[src/rtl/host_wg_issuer_if.sv]
// rtl/host_wg_issuer_if.sv - WG descriptor / completion bus between host_wg_issuer and inflight_wg_buffer
// Ports (master = issuer side):
//   host_wg_valid, host_wg_id, host_num_wf, host_wf_size,
//   host_vgpr_size_total, host_vgpr_size_per_wf,
//   host_sgpr_size_total, host_sgpr_size_per_wf,
//   host_lds_size_total, host_gds_size_total        : descriptor, driven by master
//   inflight_wg_buffer_host_rcvd_ack                : descriptor accepted, driven by slave
//   inflight_wg_buffer_host_wf_done(_wg_id)         : WG completion pulse and id, driven by slave
interface host_wg_issuer_if #(
  parameter int WG_ID_WIDTH      = 6,
  parameter int WG_SLOT_ID_WIDTH = 6,
  parameter int VGPR_ID_WIDTH    = 8,
  parameter int SGPR_ID_WIDTH    = 8,
  parameter int LDS_ID_WIDTH     = 8,
  parameter int GDS_ID_WIDTH     = 8
) ();
  logic                        host_wg_valid;
  logic [WG_ID_WIDTH-1:0]      host_wg_id;
  logic [WG_SLOT_ID_WIDTH:0]   host_num_wf;
  logic [5:0]                  host_wf_size;
  logic [VGPR_ID_WIDTH:0]      host_vgpr_size_total;
  logic [VGPR_ID_WIDTH:0]      host_vgpr_size_per_wf;
  logic [SGPR_ID_WIDTH:0]      host_sgpr_size_total;
  logic [SGPR_ID_WIDTH:0]      host_sgpr_size_per_wf;
  logic [LDS_ID_WIDTH:0]       host_lds_size_total;
  logic [GDS_ID_WIDTH:0]       host_gds_size_total;
  logic                        inflight_wg_buffer_host_rcvd_ack;
  logic                        inflight_wg_buffer_host_wf_done;
  logic [WG_ID_WIDTH-1:0]      inflight_wg_buffer_host_wf_done_wg_id;

  modport master (
    output host_wg_valid, host_wg_id, host_num_wf, host_wf_size,
           host_vgpr_size_total, host_vgpr_size_per_wf,
           host_sgpr_size_total, host_sgpr_size_per_wf,
           host_lds_size_total, host_gds_size_total,
    input  inflight_wg_buffer_host_rcvd_ack, inflight_wg_buffer_host_wf_done,
           inflight_wg_buffer_host_wf_done_wg_id
  );

  modport slave (
    input  host_wg_valid, host_wg_id, host_num_wf, host_wf_size,
           host_vgpr_size_total, host_vgpr_size_per_wf,
           host_sgpr_size_total, host_sgpr_size_per_wf,
           host_lds_size_total, host_gds_size_total,
    output inflight_wg_buffer_host_rcvd_ack, inflight_wg_buffer_host_wf_done,
           inflight_wg_buffer_host_wf_done_wg_id
  );
endinterface

[src/rtl/host_wg_issuer.sv]
// rtl/host_wg_issuer.sv - issues one WG descriptor per workgroup of a kernel launch and tracks completions
// Ports:
//   clk, rst                 : clock, synchronous active-high reset
//   start, cfg_*             : launch pulse and kernel descriptor (sampled in IDLE only)
//   dis                      : descriptor handshake and completion stream (master side)
//   busy                     : not idle
//   kernel_done, cfg_error   : one-cycle pulses (all WGs complete / launch rejected)
//   done_error               : sticky illegal-completion flag, cleared by accepted start
//   wg_issued_count, wg_done_count : progress counters
module host_wg_issuer #(
  parameter int WG_ID_WIDTH      = 6,
  parameter int WG_SLOT_ID_WIDTH = 6,
  parameter int VGPR_ID_WIDTH    = 8,
  parameter int SGPR_ID_WIDTH    = 8,
  parameter int LDS_ID_WIDTH     = 8,
  parameter int GDS_ID_WIDTH     = 8
) (
  input  logic                      clk,
  input  logic                      rst,
  input  logic                      start,
  input  logic [WG_ID_WIDTH:0]      cfg_num_wg,
  input  logic [WG_SLOT_ID_WIDTH:0] cfg_num_wf,
  input  logic [5:0]                cfg_wf_size,
  input  logic [VGPR_ID_WIDTH:0]    cfg_vgpr_size_per_wf,
  input  logic [SGPR_ID_WIDTH:0]    cfg_sgpr_size_per_wf,
  input  logic [LDS_ID_WIDTH:0]     cfg_lds_size_total,
  input  logic [GDS_ID_WIDTH:0]     cfg_gds_size_total,
  host_wg_issuer_if.master          dis,
  output logic                      busy,
  output logic                      kernel_done,
  output logic                      cfg_error,
  output logic                      done_error,
  output logic [WG_ID_WIDTH:0]      wg_issued_count,
  output logic [WG_ID_WIDTH:0]      wg_done_count
);
  localparam logic [2:0] S_IDLE  = 3'd0;
  localparam logic [2:0] S_CHECK = 3'd1;
  localparam logic [2:0] S_ISSUE = 3'd2;
  localparam logic [2:0] S_GAP   = 3'd3;
  localparam logic [2:0] S_DRAIN = 3'd4;
  localparam logic [2:0] S_DONE  = 3'd5;

  localparam int VPROD_W = WG_SLOT_ID_WIDTH + VGPR_ID_WIDTH + 2;
  localparam int SPROD_W = WG_SLOT_ID_WIDTH + SGPR_ID_WIDTH + 2;

  logic [2:0]                state;
  logic [WG_ID_WIDTH:0]      num_wg_q;
  logic [WG_SLOT_ID_WIDTH:0] num_wf_q;
  logic [5:0]                wf_size_q;
  logic [VGPR_ID_WIDTH:0]    vgpr_pw_q, vgpr_tot_q;
  logic [SGPR_ID_WIDTH:0]    sgpr_pw_q, sgpr_tot_q;
  logic [LDS_ID_WIDTH:0]     lds_q;
  logic [GDS_ID_WIDTH:0]     gds_q;
  logic [(1<<WG_ID_WIDTH)-1:0] done_map;

  logic [VPROD_W-1:0] vgpr_prod;
  logic [SPROD_W-1:0] sgpr_prod;
  logic               launch_bad;
  logic               done_legal;

  // Full-width products; any bit above the field width means the total cannot be represented.
  assign vgpr_prod = VPROD_W'(num_wf_q) * VPROD_W'(vgpr_pw_q);
  assign sgpr_prod = SPROD_W'(num_wf_q) * SPROD_W'(sgpr_pw_q);

  // num_wg above 2^WG_ID_WIDTH: top bit set together with any lower bit.
  assign launch_bad = (num_wg_q == '0) || (num_wf_q == '0) ||
                      (num_wg_q[WG_ID_WIDTH] && (|num_wg_q[WG_ID_WIDTH-1:0])) ||
                      (|vgpr_prod[VPROD_W-1:VGPR_ID_WIDTH+1]) ||
                      (|sgpr_prod[SPROD_W-1:SGPR_ID_WIDTH+1]);

  // Ids below the issued count are always below num_wg, so this also covers out-of-range ids.
  assign done_legal = (state != S_IDLE) && (state != S_CHECK) &&
                      ({1'b0, dis.inflight_wg_buffer_host_wf_done_wg_id} < wg_issued_count) &&
                      !done_map[dis.inflight_wg_buffer_host_wf_done_wg_id];

  assign dis.host_wg_valid         = (state == S_ISSUE);
  assign dis.host_wg_id            = wg_issued_count[WG_ID_WIDTH-1:0];
  assign dis.host_num_wf           = num_wf_q;
  assign dis.host_wf_size          = wf_size_q;
  assign dis.host_vgpr_size_total  = vgpr_tot_q;
  assign dis.host_vgpr_size_per_wf = vgpr_pw_q;
  assign dis.host_sgpr_size_total  = sgpr_tot_q;
  assign dis.host_sgpr_size_per_wf = sgpr_pw_q;
  assign dis.host_lds_size_total   = lds_q;
  assign dis.host_gds_size_total   = gds_q;

  assign busy        = (state != S_IDLE);
  assign kernel_done = (state == S_DONE);

  always_ff @(posedge clk) begin
    if (rst) begin
      state           <= S_IDLE;
      num_wg_q        <= '0;
      num_wf_q        <= '0;
      wf_size_q       <= '0;
      vgpr_pw_q       <= '0;
      vgpr_tot_q      <= '0;
      sgpr_pw_q       <= '0;
      sgpr_tot_q      <= '0;
      lds_q           <= '0;
      gds_q           <= '0;
      done_map        <= '0;
      wg_issued_count <= '0;
      wg_done_count   <= '0;
      cfg_error       <= 1'b0;
      done_error      <= 1'b0;
    end else begin
      cfg_error <= 1'b0;
      case (state)
        S_IDLE: begin
          if (start) begin
            num_wg_q        <= cfg_num_wg;
            num_wf_q        <= cfg_num_wf;
            wf_size_q       <= cfg_wf_size;
            vgpr_pw_q       <= cfg_vgpr_size_per_wf;
            sgpr_pw_q       <= cfg_sgpr_size_per_wf;
            lds_q           <= cfg_lds_size_total;
            gds_q           <= cfg_gds_size_total;
            vgpr_tot_q      <= '0;
            sgpr_tot_q      <= '0;
            done_map        <= '0;
            wg_issued_count <= '0;
            wg_done_count   <= '0;
            done_error      <= 1'b0;
            state           <= S_CHECK;
          end
        end
        S_CHECK: begin
          // A reject holds CHECK one extra cycle so the error pulse precedes the return to IDLE.
          if (cfg_error) begin
            state <= S_IDLE;
          end else if (launch_bad) begin
            cfg_error <= 1'b1;
          end else begin
            vgpr_tot_q <= vgpr_prod[VGPR_ID_WIDTH:0];
            sgpr_tot_q <= sgpr_prod[SGPR_ID_WIDTH:0];
            state      <= S_ISSUE;
          end
        end
        S_ISSUE: begin
          if (dis.inflight_wg_buffer_host_rcvd_ack) begin
            wg_issued_count <= wg_issued_count + (WG_ID_WIDTH+1)'(1);
            state           <= S_GAP;
          end
        end
        S_GAP: begin
          if (wg_issued_count < num_wg_q)       state <= S_ISSUE;
          else if (wg_done_count == num_wg_q)   state <= S_DONE;
          else                                  state <= S_DRAIN;
        end
        S_DRAIN: begin
          if (wg_done_count == num_wg_q) state <= S_DONE;
        end
        S_DONE:  state <= S_IDLE;
        default: state <= S_IDLE;
      endcase

      // Completion tracking runs alongside the FSM in every state.
      if (dis.inflight_wg_buffer_host_wf_done) begin
        if (done_legal) begin
          done_map[dis.inflight_wg_buffer_host_wf_done_wg_id] <= 1'b1;
          wg_done_count <= wg_done_count + (WG_ID_WIDTH+1)'(1);
        end else begin
          done_error <= 1'b1;
        end
      end
    end
  end
endmodule

[src/flat_wrapper.sv]
// flat-port wrapper written by rule: the top's interface ports become plain ports
module host_wg_issuer_flat 
#(
  parameter int WG_ID_WIDTH      = 6,
  parameter int WG_SLOT_ID_WIDTH = 6,
  parameter int VGPR_ID_WIDTH    = 8,
  parameter int SGPR_ID_WIDTH    = 8,
  parameter int LDS_ID_WIDTH     = 8,
  parameter int GDS_ID_WIDTH     = 8
)
  (clk, rst, start, cfg_num_wg, cfg_num_wf, cfg_wf_size, cfg_vgpr_size_per_wf, cfg_sgpr_size_per_wf, cfg_lds_size_total, cfg_gds_size_total, busy, kernel_done, cfg_error, done_error, wg_issued_count, wg_done_count, dis_host_wg_valid, dis_host_wg_id, dis_host_num_wf, dis_host_wf_size, dis_host_vgpr_size_total, dis_host_vgpr_size_per_wf, dis_host_sgpr_size_total, dis_host_sgpr_size_per_wf, dis_host_lds_size_total, dis_host_gds_size_total, dis_inflight_wg_buffer_host_rcvd_ack, dis_inflight_wg_buffer_host_wf_done, dis_inflight_wg_buffer_host_wf_done_wg_id);
  host_wg_issuer_if #(.WG_ID_WIDTH(WG_ID_WIDTH), .WG_SLOT_ID_WIDTH(WG_SLOT_ID_WIDTH), .VGPR_ID_WIDTH(VGPR_ID_WIDTH), .SGPR_ID_WIDTH(SGPR_ID_WIDTH), .LDS_ID_WIDTH(LDS_ID_WIDTH), .GDS_ID_WIDTH(GDS_ID_WIDTH)) dis_i ();
  input  logic clk;
  input  logic rst;
  input  logic start;
  input  logic [WG_ID_WIDTH:0] cfg_num_wg;
  input  logic [WG_SLOT_ID_WIDTH:0] cfg_num_wf;
  input  logic [5:0] cfg_wf_size;
  input  logic [VGPR_ID_WIDTH:0] cfg_vgpr_size_per_wf;
  input  logic [SGPR_ID_WIDTH:0] cfg_sgpr_size_per_wf;
  input  logic [LDS_ID_WIDTH:0] cfg_lds_size_total;
  input  logic [GDS_ID_WIDTH:0] cfg_gds_size_total;
  output logic busy;
  output logic kernel_done;
  output logic cfg_error;
  output logic done_error;
  output logic [WG_ID_WIDTH:0] wg_issued_count;
  output logic [WG_ID_WIDTH:0] wg_done_count;
  output wire logic [$bits(dis_i.host_wg_valid)-1:0] dis_host_wg_valid;
  output wire logic [$bits(dis_i.host_wg_id)-1:0] dis_host_wg_id;
  output wire logic [$bits(dis_i.host_num_wf)-1:0] dis_host_num_wf;
  output wire logic [$bits(dis_i.host_wf_size)-1:0] dis_host_wf_size;
  output wire logic [$bits(dis_i.host_vgpr_size_total)-1:0] dis_host_vgpr_size_total;
  output wire logic [$bits(dis_i.host_vgpr_size_per_wf)-1:0] dis_host_vgpr_size_per_wf;
  output wire logic [$bits(dis_i.host_sgpr_size_total)-1:0] dis_host_sgpr_size_total;
  output wire logic [$bits(dis_i.host_sgpr_size_per_wf)-1:0] dis_host_sgpr_size_per_wf;
  output wire logic [$bits(dis_i.host_lds_size_total)-1:0] dis_host_lds_size_total;
  output wire logic [$bits(dis_i.host_gds_size_total)-1:0] dis_host_gds_size_total;
  input wire logic [$bits(dis_i.inflight_wg_buffer_host_rcvd_ack)-1:0] dis_inflight_wg_buffer_host_rcvd_ack;
  input wire logic [$bits(dis_i.inflight_wg_buffer_host_wf_done)-1:0] dis_inflight_wg_buffer_host_wf_done;
  input wire logic [$bits(dis_i.inflight_wg_buffer_host_wf_done_wg_id)-1:0] dis_inflight_wg_buffer_host_wf_done_wg_id;
  assign dis_host_wg_valid = dis_i.host_wg_valid;
  assign dis_host_wg_id = dis_i.host_wg_id;
  assign dis_host_num_wf = dis_i.host_num_wf;
  assign dis_host_wf_size = dis_i.host_wf_size;
  assign dis_host_vgpr_size_total = dis_i.host_vgpr_size_total;
  assign dis_host_vgpr_size_per_wf = dis_i.host_vgpr_size_per_wf;
  assign dis_host_sgpr_size_total = dis_i.host_sgpr_size_total;
  assign dis_host_sgpr_size_per_wf = dis_i.host_sgpr_size_per_wf;
  assign dis_host_lds_size_total = dis_i.host_lds_size_total;
  assign dis_host_gds_size_total = dis_i.host_gds_size_total;
  assign dis_i.inflight_wg_buffer_host_rcvd_ack = dis_inflight_wg_buffer_host_rcvd_ack;
  assign dis_i.inflight_wg_buffer_host_wf_done = dis_inflight_wg_buffer_host_wf_done;
  assign dis_i.inflight_wg_buffer_host_wf_done_wg_id = dis_inflight_wg_buffer_host_wf_done_wg_id;
  host_wg_issuer #(.WG_ID_WIDTH(WG_ID_WIDTH), .WG_SLOT_ID_WIDTH(WG_SLOT_ID_WIDTH), .VGPR_ID_WIDTH(VGPR_ID_WIDTH), .SGPR_ID_WIDTH(SGPR_ID_WIDTH), .LDS_ID_WIDTH(LDS_ID_WIDTH), .GDS_ID_WIDTH(GDS_ID_WIDTH)) u_core (.clk(clk), .rst(rst), .start(start), .cfg_num_wg(cfg_num_wg), .cfg_num_wf(cfg_num_wf), .cfg_wf_size(cfg_wf_size), .cfg_vgpr_size_per_wf(cfg_vgpr_size_per_wf), .cfg_sgpr_size_per_wf(cfg_sgpr_size_per_wf), .cfg_lds_size_total(cfg_lds_size_total), .cfg_gds_size_total(cfg_gds_size_total), .dis(dis_i), .busy(busy), .kernel_done(kernel_done), .cfg_error(cfg_error), .done_error(done_error), .wg_issued_count(wg_issued_count), .wg_done_count(wg_done_count));
endmodule
[config.mk]
export PLATFORM = sky130hd
export DESIGN_NAME = host_wg_issuer_flat
export DESIGN_NICKNAME = d
export VERILOG_FILES = /design/src/rtl/host_wg_issuer_if.sv /design/src/rtl/host_wg_issuer.sv /design/src/flat_wrapper.sv
export SDC_FILE = /design/constraint.sdc
export NUM_CORES = 1
export LEC_CHECK = 0
export ABC_AREA = 1
export CAP_MARGIN = 10
export CORE_ASPECT_RATIO = 1.4
export CORE_MARGIN = 2
export CORE_UTILIZATION = 40
export CTS_CLUSTER_DIAMETER = 100
export DETAILED_ROUTE_END_ITERATION = 7
export GPL_TIMING_DRIVEN = 0
export PLACE_DENSITY = 0.68
export SYNTH_ARGS = -nofsm -noshare
export SYNTH_HDL_FRONTEND = slang
export SYNTH_SLANG_ARGS = --single-unit
[constraint.sdc]
create_clock -name clk -period 9.1 [get_ports clk]
set_input_delay 1.82 -clock clk [delete_from_list [all_inputs] [get_ports clk]]
set_output_delay 1.82 -clock clk [all_outputs]
set_load 0.01 [all_outputs]
======== Yosys cells after proc, flatten, opt, wreduce, memory -nomap -nowiden ========
Index checks and enable logic that the tools add are counted.
storage, ports and cells
  input bits .............................. 67
  logic and storage cells ................. 98
  register bits ........................... 157
  output and inout port bits .............. 92
cells by class
  muxes and demuxes ....................... 36
  $add $sub $neg .......................... 2
  $mul .................................... 2
  bitwise logic cells ..................... 2
  order comparisons ....................... 4
  equal/unequal tests ..................... 13
  reductions and logical operators ........ 24
operator list
  cell                 number
  $mux 64              5
  $or 64x64->64        1
  $mux 9               5
  $mux 7               6
  $pmux 9 s2           2
  $mul 7x9->16         2
  $mux 3               6
  $pmux 3 s5           1
  $add 7x1->7 const B  2
  $logic_not 7->1      2
  $pmux 7 s2           1
  $reduce_or 7->1      2
  $mux 1               8
  $reduce_and 4->1     2
  $eq 7x7->1           1
  $lt 6x7->1           1
  $lt 6x7->1 const B   1
  $lt 7x7->1           1
  $bmux 1 s6           1
  $demux 1 s6          1
  $eq 3x2->1 const B   2
  $eq 3x3->1 const B   2
  $ge 6x1->1 const B   1
  $ne 2x2->1 const B   3
  15 further kinds     24

======== Longest topological paths before layout ========
Gate-level depths: netlist of the first run.
  depth in word-level cells ............... 8
  depth in mapped cells ................... 31
  depth with buffers taken out ............ 28

======== Least setup slack after synthesis of the first run ========
Ideal clock, no wire load.
  kind .................................... register to register
  from .................................... register u_core.num_wf_q[6], in the netlist u_core.dis.host_num_wf[6]
  to ...................................... register u_core.sgpr_tot_q[0], in the netlist u_core.dis.host_sgpr_size_total[0]
  cell stages (with the launch flop) ...... 28
  path buffers ............................ 3
  period minus slack after synthesis ...... 5.071 ns
  setup time .............................. 0.113 ns
  arrival ................................. 4.958 ns
  setup slack ............................. 4.029 ns
  required time ........................... 8.987 ns
  cells stage by stage .................... dfxtp_1 -> clkbuf_1 -> clkbuf_1 -> nand2_1 -> fa_1 -> fa_1 -> inv_1 -> fa_1 -> inv_1 -> fa_1 -> inv_1 -> ha_1 -> nand2_1 -> nor2_1 -> nand2_1 -> nand3_1 -> nand2_1 -> nand2_1 -> nand2_1 -> nand2_1 -> nand3_1 -> nor2_1 -> nand3_1 -> nand2_2 -> nand3_4 -> buf_2 -> nor2_1 -> nor2_1
on the way
  cells in the longest elaborated chain, start to end .. 7
ends and longest elaborated chain
  item                                                                  line                   source
  start, declared                                                       host_wg_issuer.sv:48   logic [WG_SLOT_ID_WIDTH:0] num_wf_q;
  start signal, assigned                                                host_wg_issuer.sv:113  num_wf_q <= cfg_num_wf;
  parallel branches: the longest is 4 deep, another holds $mul 7x9->16  -
  $logic_or 1x1->1 *                                                    host_wg_issuer.sv:68   (|vgpr_prod[VPROD_W-1:VGPR_ID_WIDTH+1]) ||
  $ne 2x2->1 (no line) *                                                -
  $reduce_and 4->1 (no line) *                                          -
  end signal, assigned                                                  host_wg_issuer.sv:136  sgpr_tot_q <= sgpr_prod[SGPR_ID_WIDTH:0];
  end, declared                                                         host_wg_issuer.sv:51   logic [SGPR_ID_WIDTH:0] sgpr_pw_q, sgpr_tot_q;
Mark *: on every way between the ends.
A chain may end at the register's enable or synchronous reset.

======== Final worst setup path of the first run ========
  from .................................... register u_core.num_wf_q[3], in the netlist u_core.dis.host_num_wf[3]
  to ...................................... register u_core.sgpr_tot_q[0], in the netlist u_core.dis.host_sgpr_size_total[0]
Same word-level chain as after synthesis.

==> results of run 1 <==
-- cells in the mapped netlist, types with 6 or more instances --
cell	instances	area share
sky130_fd_sc_hd__o22ai_1	65	0.035
sky130_fd_sc_hd__dfxtp_1	157	0.27
sky130_fd_sc_hd__nor3_1	21	0.0091
sky130_fd_sc_hd__ha_1	81	0.088
sky130_fd_sc_hd__nand3_2	8	0.0069
sky130_fd_sc_hd__nand2_1	371	0.12
sky130_fd_sc_hd__o21ai_0	65	0.028
sky130_fd_sc_hd__nor2_1	177	0.058
sky130_fd_sc_hd__inv_2	11	0.0036
sky130_fd_sc_hd__buf_4	6	0.0039
sky130_fd_sc_hd__inv_1	336	0.11
sky130_fd_sc_hd__fa_1	68	0.12
sky130_fd_sc_hd__xor2_1	7	0.0053
sky130_fd_sc_hd__a21oi_1	54	0.023
sky130_fd_sc_hd__o21ai_1	21	0.0091
sky130_fd_sc_hd__clkbuf_1	62	0.020
sky130_fd_sc_hd__nand4_1	28	0.015
sky130_fd_sc_hd__or2_2	9	0.0049
sky130_fd_sc_hd__nand3_1	93	0.040
-- flip-flops by register name, summed over array words and instances, names as in the netlist --
name                              flops
u_core.dis.host_sgpr_size_per_wf      9
u_core.state                          3
u_core.dis.host_vgpr_size_per_wf      9
u_core.cfg_error                      1
u_core.wg_issued_count                7
u_core.num_wg_q                       7
u_core.dis.host_num_wf                7
u_core.dis.host_lds_size_total        9
u_core.dis.host_wf_size               6
u_core.dis.host_gds_size_total        9
u_core.dis.host_sgpr_size_total       9
u_core.wg_done_count                  7
u_core.dis.host_vgpr_size_total       9
u_core.done_error                     1
u_core.done_map                      64
-- tightest hold or removal path: stages, from the launching register on --
cell and delay (ns):
sky130_fd_sc_hd__dfxtp_1 0.31, sky130_fd_sc_hd__nand2_1 0.06, sky130_fd_sc_hd__a21oi_1 0.05
-- layout make-up --
type / count / area, µm² / share of cell area
repair buffers: 156 / 1560 / 0.111
well taps: 375 / 469 / 0.0332
multi-input cells: 1105 / 6770 / 0.479
plain buffers: 76 / 318 / 0.0225
clock inverters: 14 / 134 / 0.00948
clock buffers: 17 / 425 / 0.0301
inverters: 348 / 1310 / 0.0925
flip-flops and latches: 157 / 3140 / 0.223
-- where the power goes --
part | total (W) | internal, W | leakage, nW | switching [W]
Clock | 0.000699 | 0.000380 | 0.276 | 0.000319
Sequential | 0.000825 | 0.000770 | 1.28 | 0.0000545
Combinational | 0.00118 | 0.000445 | 5.44 | 0.000735
Total | 0.00270 | 0.00160 | 6.99 | 0.00111
-- how the worst max path moves through the flow --
| stage | endpoint | slack (ns) | cells after the start |
|---|---|---|---|
| after floorplan | u_core.dis.host_sgpr_size_total[0] | 4.03 | 27 |
| after global placement | u_core.dis.host_sgpr_size_total[0] | 3.24 | 29 |
| after detailed placement | u_core.dis.host_sgpr_size_total[0] | 3.19 | 28 |
| after CTS | u_core.dis.host_sgpr_size_total[0] | 3.18 | 28 |
| after global routing | u_core.dis.host_vgpr_size_total[6] | 2.73 | 26 |
| final | u_core.dis.host_sgpr_size_total[0] | 3.13 | 28 |
-- kinds of logic (layout without fill, tap and decap cells) --
logic type	Yosys count	after routing	share of synthesized area
simple gates	724	724	0.266
compound gates	221	221	0.107
xor+xnor	11	11	0.00835
fa+ha+maj	149	149	0.206
flops	157	157	0.272
buf+inv	424	611	0.141
-- metrics by stage --
stage,instances,hold WS (ns),setup slack (ns)
floorplan,1686,0.440,4.03
global placement,2217,0.453,3.24
detailed placement,2217,0.456,3.19
CTS,2248,0.466,3.18
global route,2248,0.488,2.73
finish,2248,0.466,3.13
-- routing by layer --
metal | vias up | global-route usage
li1 | 5613 | -
met1 | 5365 | 0.258
met2 | 305 | 0.461
met3 | 84 | 0.0332
met4 | 0 | 0.107
met5 | - | 0
==> impl.org, run 1 <==
** Status
- Run status :: finished, final reports clean

** Worst setup path
- Type of element launching the critical path :: flip-flop
- Cell seen most often among critical-path stages :: sky130_fd_sc_hd__nand2_1
- Startpoint of the worst-slack reg-to-reg timing path :: u_core.dis.host_num_wf[3]
- For flop-to-flop paths, the worst setup slack is between 3 and 4 ns.
- Together, buffers and inverters on the worst path number 6.
- The critical path is of the reg -> reg type.
- Cell family contributing the most delay on the critical path :: adder cells
- Critical Path Max Stage Delay :: about 0.53 ns
- The endpoint identified for the worst register-to-register timing path is u_core.dis.host_sgpr_size_total[0].
- Crit path DAT :: about 6.4 ns
- Peak fanout along the critical path :: 10
- Sort of element at the end of the critical path :: flip-flop
- The slowest stage of the critical path belongs to the cell sky130_fd_sc_hd__clkbuf_1.
- Counting cells, the worst reg-to-reg path comes to 28.
- Critical path required time :: ~9.5 ns
- Startpoint of the worst setup timing path :: u_core.dis.host_num_wf[3]

** GRT
- The initial antenna violation count came to 0.
- Across every metal layer, demand over resource in global routing totals 0.240.
- Global routing finished with a remaining overflow of 0.
- The first global-routing pass estimated roughly 57 mm of wire.
- The number of global-route vias before repair is 11,321.
- Maximum number of pins on one net before global-route repair :: 17

** Cells and area
- Diode insertion count for antenna repair :: 0
- Leaving out fill and tap cells, the most frequent cells in the layout are sky130_fd_sc_hd__nand2_1, sky130_fd_sc_hd__inv_1, sky130_fd_sc_hd__nor2_1, sky130_fd_sc_hd__dfxtp_1, sky130_fd_sc_hd__clkdlybuf4s50_1.
- In the final layout, the share of cells above drive strength 1 is 0.0400.
- Filler Cells Inserted :: 2,837
- Post-layout util :: 0.497
- Synth-to-Final Area Change :: 22.5%
- After routing the design area is between 10,000 and 15,000 µm².
- Commonest non-fill, non-tap cell in the layout :: sky130_fd_sc_hd__nand2_1
- The net count of the finished layout is about 2,100.

** Worst hold path
- Worst Hold End :: u_core.dis.host_sgpr_size_total[3]
- Min-Delay Path Class :: reg -> reg
- The startpoint identified for the worst hold timing path is u_core.dis.host_sgpr_size_total[3].
- Counting instances, the worst hold path has a depth of 2.

** Route
- DRC :: 0
- The routed design uses approximately 1.5 mm of met3 wire.
- The routed design uses about 19 mm of met2 wire.
- Detail-routed net length per standard cell :: 15.8 µm
- Detailed Route WL :: 35.6 mm
- The first detailed-routing pass took 5 iterations.
- After detailed routing, the number of vias per cell comes to a little over 5.
- Met1 routed wirelength after detailed routing :: 13.6 mm
- Detailed routing inserted a total of around 11,000 vias.
- DRT antenna net count :: 0
- For this block, the initial DRC count from the detailed router was between 400 and 500.
- The highest metal layer carrying signal wires in the routed design is met4.

** Logic synthesis
- Sequential cell area fraction in the yosys report :: 0.272
- Number of synthesized flops with an enable pin :: 0
- Post-synthesis net count :: 1,902
- Warnings from Yosys :: 0
- Counting flops and latches in the post-synthesis netlist gives 157.
- Of all flip-flops after synthesis, the portion carrying an async set or reset was 0.
- Post-Syn Area :: between 10,000 and 15,000 µm²
- Cell count after synthesis :: between 1,500 and 2,000
- After synthesis, the mean cell area works out to 6.84 µm².
- Distinct cells, synth :: ~40
- Among all flip-flop cells after synthesis, the most frequent one is sky130_fd_sc_hd__dfxtp_1.

** CTS
- TritonCTS built the clock tree.
- Buffers inserted to repair hold after CTS numbered 0.
- After clock tree synthesis, the clock-pin slew on the worst setup and hold paths is roughly 0.070 ns.
- Number of buffers created by CTS :: 17
- Total number of H-tree levels :: 4
- In this run the post-CTS setup repair buffer count came out at 0.
- Post-CTS repair changed the size of 0 cells.
- Buffer type at the clock tree root :: sky130_fd_sc_hd__clkbuf_16
- Clock Sink Count :: ~160
- The clock reaches the later pin of the worst-skew pair after 0.45 ns.
- Buffers from clock root to sink, at most :: 2

** Floorplan
- Core Area :: about 28,000 µm²
- Num ports :: 159
- Die outline area :: 30,200 µm²
- Starting utilization of the core area :: 0.406
- In this run the horizontal extent of the chip is roughly 150 µm.
- The floorplan has 73 rows.
- The floorplan step set the die height to between 200 and 250 µm.

** Pwr
- Tot Pwr :: between 0.002 and 0.003 W
- Dividing total power by cell area gives a power density of about 190 nW/µm².
- For this design the static power due to leakage is roughly 7.0 nW.
- VDD sags by at most roughly 0.13 mV.

** STA
- Summed over all failing endpoints, the final setup total negative slack is 0 ns.
- Crit share post-route :: 0.656
- In this run the tightest slew margin relative to its limit is 0.410.
- Setup repair after global routing missed its margin :: no
- # setup viols final :: 0
- The clock period could shrink to 5.97 ns.
- The count of final hold-check violations came to 0.
- At the pin with the least slew margin, the transition time is 0.885 ns.
- The number of pins exceeding their max-slew limit in the final report is 0.
- Timing-limited maximum frequency :: 167 MHz
- Clock skew on the completed layout was measured at 0.0233 ns.

** Place
- The congestion estimate from routability-driven global placement came to ~0.96.
- Post-DP Area :: about 14,000 µm²
- Input and output buffers added on the ports amount to about 160.
- Post-detailed-placement half-perimeter wirelength :: 28.3 mm

** Flow run
- Max-cap check violation count :: 0
Power figures use the tool's default switching activity.
==> run 2, diff against run 1 <==
clock period = 6.1 ns   (was 9.1 ns; I/O delays follow)
==> run 2 against run 1 <==
Compared with the run above:
- critical path depth unchanged
- clock-buffer cell count unchanged
- via count fell by 0.53%
- global-route usage is the same
- design area is essentially flat
- non-clock buffer count down 3
- worst setup slack worse by 2.7 ns
- die area stayed put
- flip-flop and latch count is the same
- largest cell class unchanged
==> impl.org, run 2 (synthesis results as in run 1) <==
** Route
- DRT antenna net count :: 0
- The first routing iteration left just over 500 violations.
- Via total after detailed routing :: 11,307
- Detail-routed net length per standard cell :: 15.8 µm
- Average via count per standard cell :: about 5.0
- DRC :: 0
- After detailed routing, the total wire length is about 36 mm.
- Length of the first detailed-routing pass in iterations :: 5

** Worst setup path
- STA classifies the critical path startpoint as a flip-flop.
- The worst setup path is captured at a flip-flop.
- Counting both buffers and inverters, the worst setup path holds a total of 6.
- Slowest library cell on the worst path :: sky130_fd_sc_hd__fa_1
- Broken down by cell family, the worst path's largest delay share belongs to adder cells.
- Startpoint of the worst setup timing path :: u_core.dis.host_num_wf[2]
- Startpoint of the worst-slack reg-to-reg timing path :: u_core.dis.host_num_wf[2]
- Across all register-to-register paths, the minimum setup slack is about 0.39 ns.
- The endpoint identified for the worst register-to-register timing path is u_core.dis.host_sgpr_size_total[0].
- Critical Path Max Stage Delay :: between 0.5 and 0.6 ns
- Peak fanout along the critical path :: 10
- Critical Path Stages :: 28
- Worst Path Class, Setup :: reg -> reg
- STA puts the critical path data arrival time at around 6.1 ns.
- Worst setup path endpoint :: u_core.dis.host_sgpr_size_total[0]
- R2r worst-path depth :: 28
- The cell that appears most often on the critical path is sky130_fd_sc_hd__nand2_1.
- At the worst endpoint, the required time is around 6.5 ns.

** GRT
- The first global-routing pass estimated approximately 57 mm of wire.
- Maximum number of pins on one net before global-route repair :: 17
- Global routing finished with a remaining overflow of 0.
- Number of global-route vias before repair :: between 10,000 and 15,000
- GRT Resource Usage Total :: 0.240
- Antenna violations before repair :: 0

** Pwr
- Internal power summed over all cells :: 0.00238 W
- P_leak :: ~7.0 nW
- For this design the total switching power over the nets is 0.00165 W.
- Dividing total power by cell area gives a power density of approximately 290 nW/µm².
- Combinational fraction of design power :: 0.434
- Of the total power, registers draw 0.307.
- The share of total power dissipated in the clock network is 0.258.
- Peak VDD IR :: just over 0.2 mV
- Of the total power, the share spent switching nets is 0.410.

** Cells and area
- The register with the most flip-flops in the layout has 64 of them.
- Synth-to-Final Area Change :: 22.4%
- In the layout the commonest cells are sky130_fd_sc_hd__nand2_1, sky130_fd_sc_hd__inv_1, sky130_fd_sc_hd__nor2_1, sky130_fd_sc_hd__dfxtp_1, sky130_fd_sc_hd__clkdlybuf4s50_1.
- Once layout is complete, the cells apart from fillers number around 2,200.
- Once layout is done, the placed cells without fillers occupy between 10,000 and 15,000 µm².
- Layout cells sized above 1 :: 0.0444
- The net count of the finished layout is roughly 2,100.
- The library cell used most frequently in the layout, excluding fill and tap cells, is sky130_fd_sc_hd__nand2_1.
- The filler cells instantiated in the layout total ~2,800.
- Diode insertion count for antenna repair :: 0
- Top reg by flops :: u_core.done_map

** STA
- The tightest hold path in the finished design has a slack of 0.466 ns.
- Setup tns final :: 0 ns
- The count of final hold-check violations was 0.
- Setup repair after global routing left no endpoint under its margin.
- Slew at the pin with the worst max-slew slack :: around 0.91 ns
- In the finished design, the share of the clock period the worst path needs comes to 0.937.
- Post-route minimum period :: about 5.7 ns
- Max-slew headroom :: 0.391
- The number of pins exceeding their max-slew limit in the final report is 0.
- Setup violations remaining at the end of the flow were counted as 0.
- Worst-case clock skew :: ~0.023 ns
- Timing would allow up to between 150 and 200 MHz.

** Worst hold path
- In this run the worst hold path is classified as reg -> reg.
- Hold_sp :: u_core.dis.host_vgpr_size_total[1]

** CTS
- Clock transition at the registers of the reported paths :: roughly 0.07 ns
- Total number of H-tree levels :: 4
- Buffers from clock root to sink, at most :: 2
- In this run, CTS created clock tree buffers numbering 17.
- Clk_lat worst skew :: around 0.45 ns
- Clock Sink Count :: between 150 and 200
- Clock tree from TritonCTS :: done
- Buffer type at the clock tree root :: sky130_fd_sc_hd__clkbuf_16
- Buffers inserted to repair hold after CTS numbered 0.

** Flow run
- Max-cap check violation count :: 0

** Floorplan
- Num ports :: 159
- The initial utilization of the core area, before any placement, comes to 0.406.
- The initialized floorplan defines 73 standard-cell rows.
- The die is 205 µm tall.
- Die width :: between 100 and 150 µm
- Die outline area :: 30,200 µm²
- After floorplanning, the core was sized to cover approximately 28,000 µm².

** Place
- Number of placed instances with taps included :: 2,217
- Routability-driven placement finished with a final weighted congestion of 0.961.
- Count of buffers inserted at the top-level ports :: 156
- After legalization and detailed placement, the total HPWL measured ~28 mm.
- Once placement finished, the instance area stood at roughly 14,000 µm².

** Status
- Run status :: finished, final reports clean
## run 2: cell count changes in the layout (fill, tap and decap cells not counted)
cell,delta
sky130_fd_sc_hd__clkbuf_2,+8
sky130_fd_sc_hd__clkbuf_1,-11
## run 2: cell type report
class	instances	area [µm²]	area share
multi-input combinational	1105	6770	0.479
clock buffer	17	425	0.0301
timing repair buffer	156	1560	0.111
buffer	73	317	0.0224
sequential	157	3140	0.223
inverter	348	1310	0.0925
tap	375	469	0.0332
clock inverter	14	134	0.00948
## run 2: through the flow
step | setup slack (ns) | utilization | total power [W]
final | 0.387 | 0.497 | 0.00403
after CTS | 0.183 | 0.497 | 0.00406
after global placement | 0.236 | 0.478 | 0.00299
after detailed placement | 0.193 | 0.478 | 0.00301
after global routing | 0.0503 | 0.497 | 0.00433
after floorplan | 1.03 | - | 0.00232
## run 2: what timing repair did
item / in CTS / in global routing
setup buffers: 0 / 0
endpoints found under the setup margin: 0 / 18
gates resized for setup: 0 / 16
## run 2: layer usage
layer / GRT usage / share of wire
met5: 0 / 0
met4: 0.107 / 0.041
met3: 0.0332 / 0.039
met2: 0.461 / 0.54
met1: 0.258 / 0.38
## run 2: power groups by stage
| stage | combinational (W) | clock, W | sequential, W |
|---|---|---|---|
| final | 0.00175 | 0.00104 | 0.00124 |
| after global routing | 0.00198 | 0.00110 | 0.00125 |
| after CTS | 0.00178 | 0.00106 | 0.00123 |
| after detailed placement | 0.00176 | 0 | 0.00125 |
| after global placement | 0.00174 | 0 | 0.00125 |
| after floorplan | 0.00103 | 0 | 0.00129 |
## run 2: worst min-delay path by stage
stage                                               endpoint  slack, ns  depth (start not counted)
after global placement    u_core.dis.host_vgpr_size_total[3]       0.45                          2
after global routing      u_core.dis.host_sgpr_size_total[1]       0.49                          2
final                     u_core.dis.host_vgpr_size_total[1]       0.47                          2
after detailed placement  u_core.dis.host_vgpr_size_total[3]       0.46                          2
after floorplan                           u_core.done_map[2]       0.44                          2
after CTS                 u_core.dis.host_vgpr_size_total[3]       0.47                          2
## run 2: worst register-to-register path: cells and delay by family (launching register included)
family / cells / cell delay [ns]
AND/OR/NAND/NOR: 17 / 1.69
buffers and inverters: 6 / 1.17
adder cells (fa/ha/maj): 5 / 2.42
flip-flops: 1 / 0.36
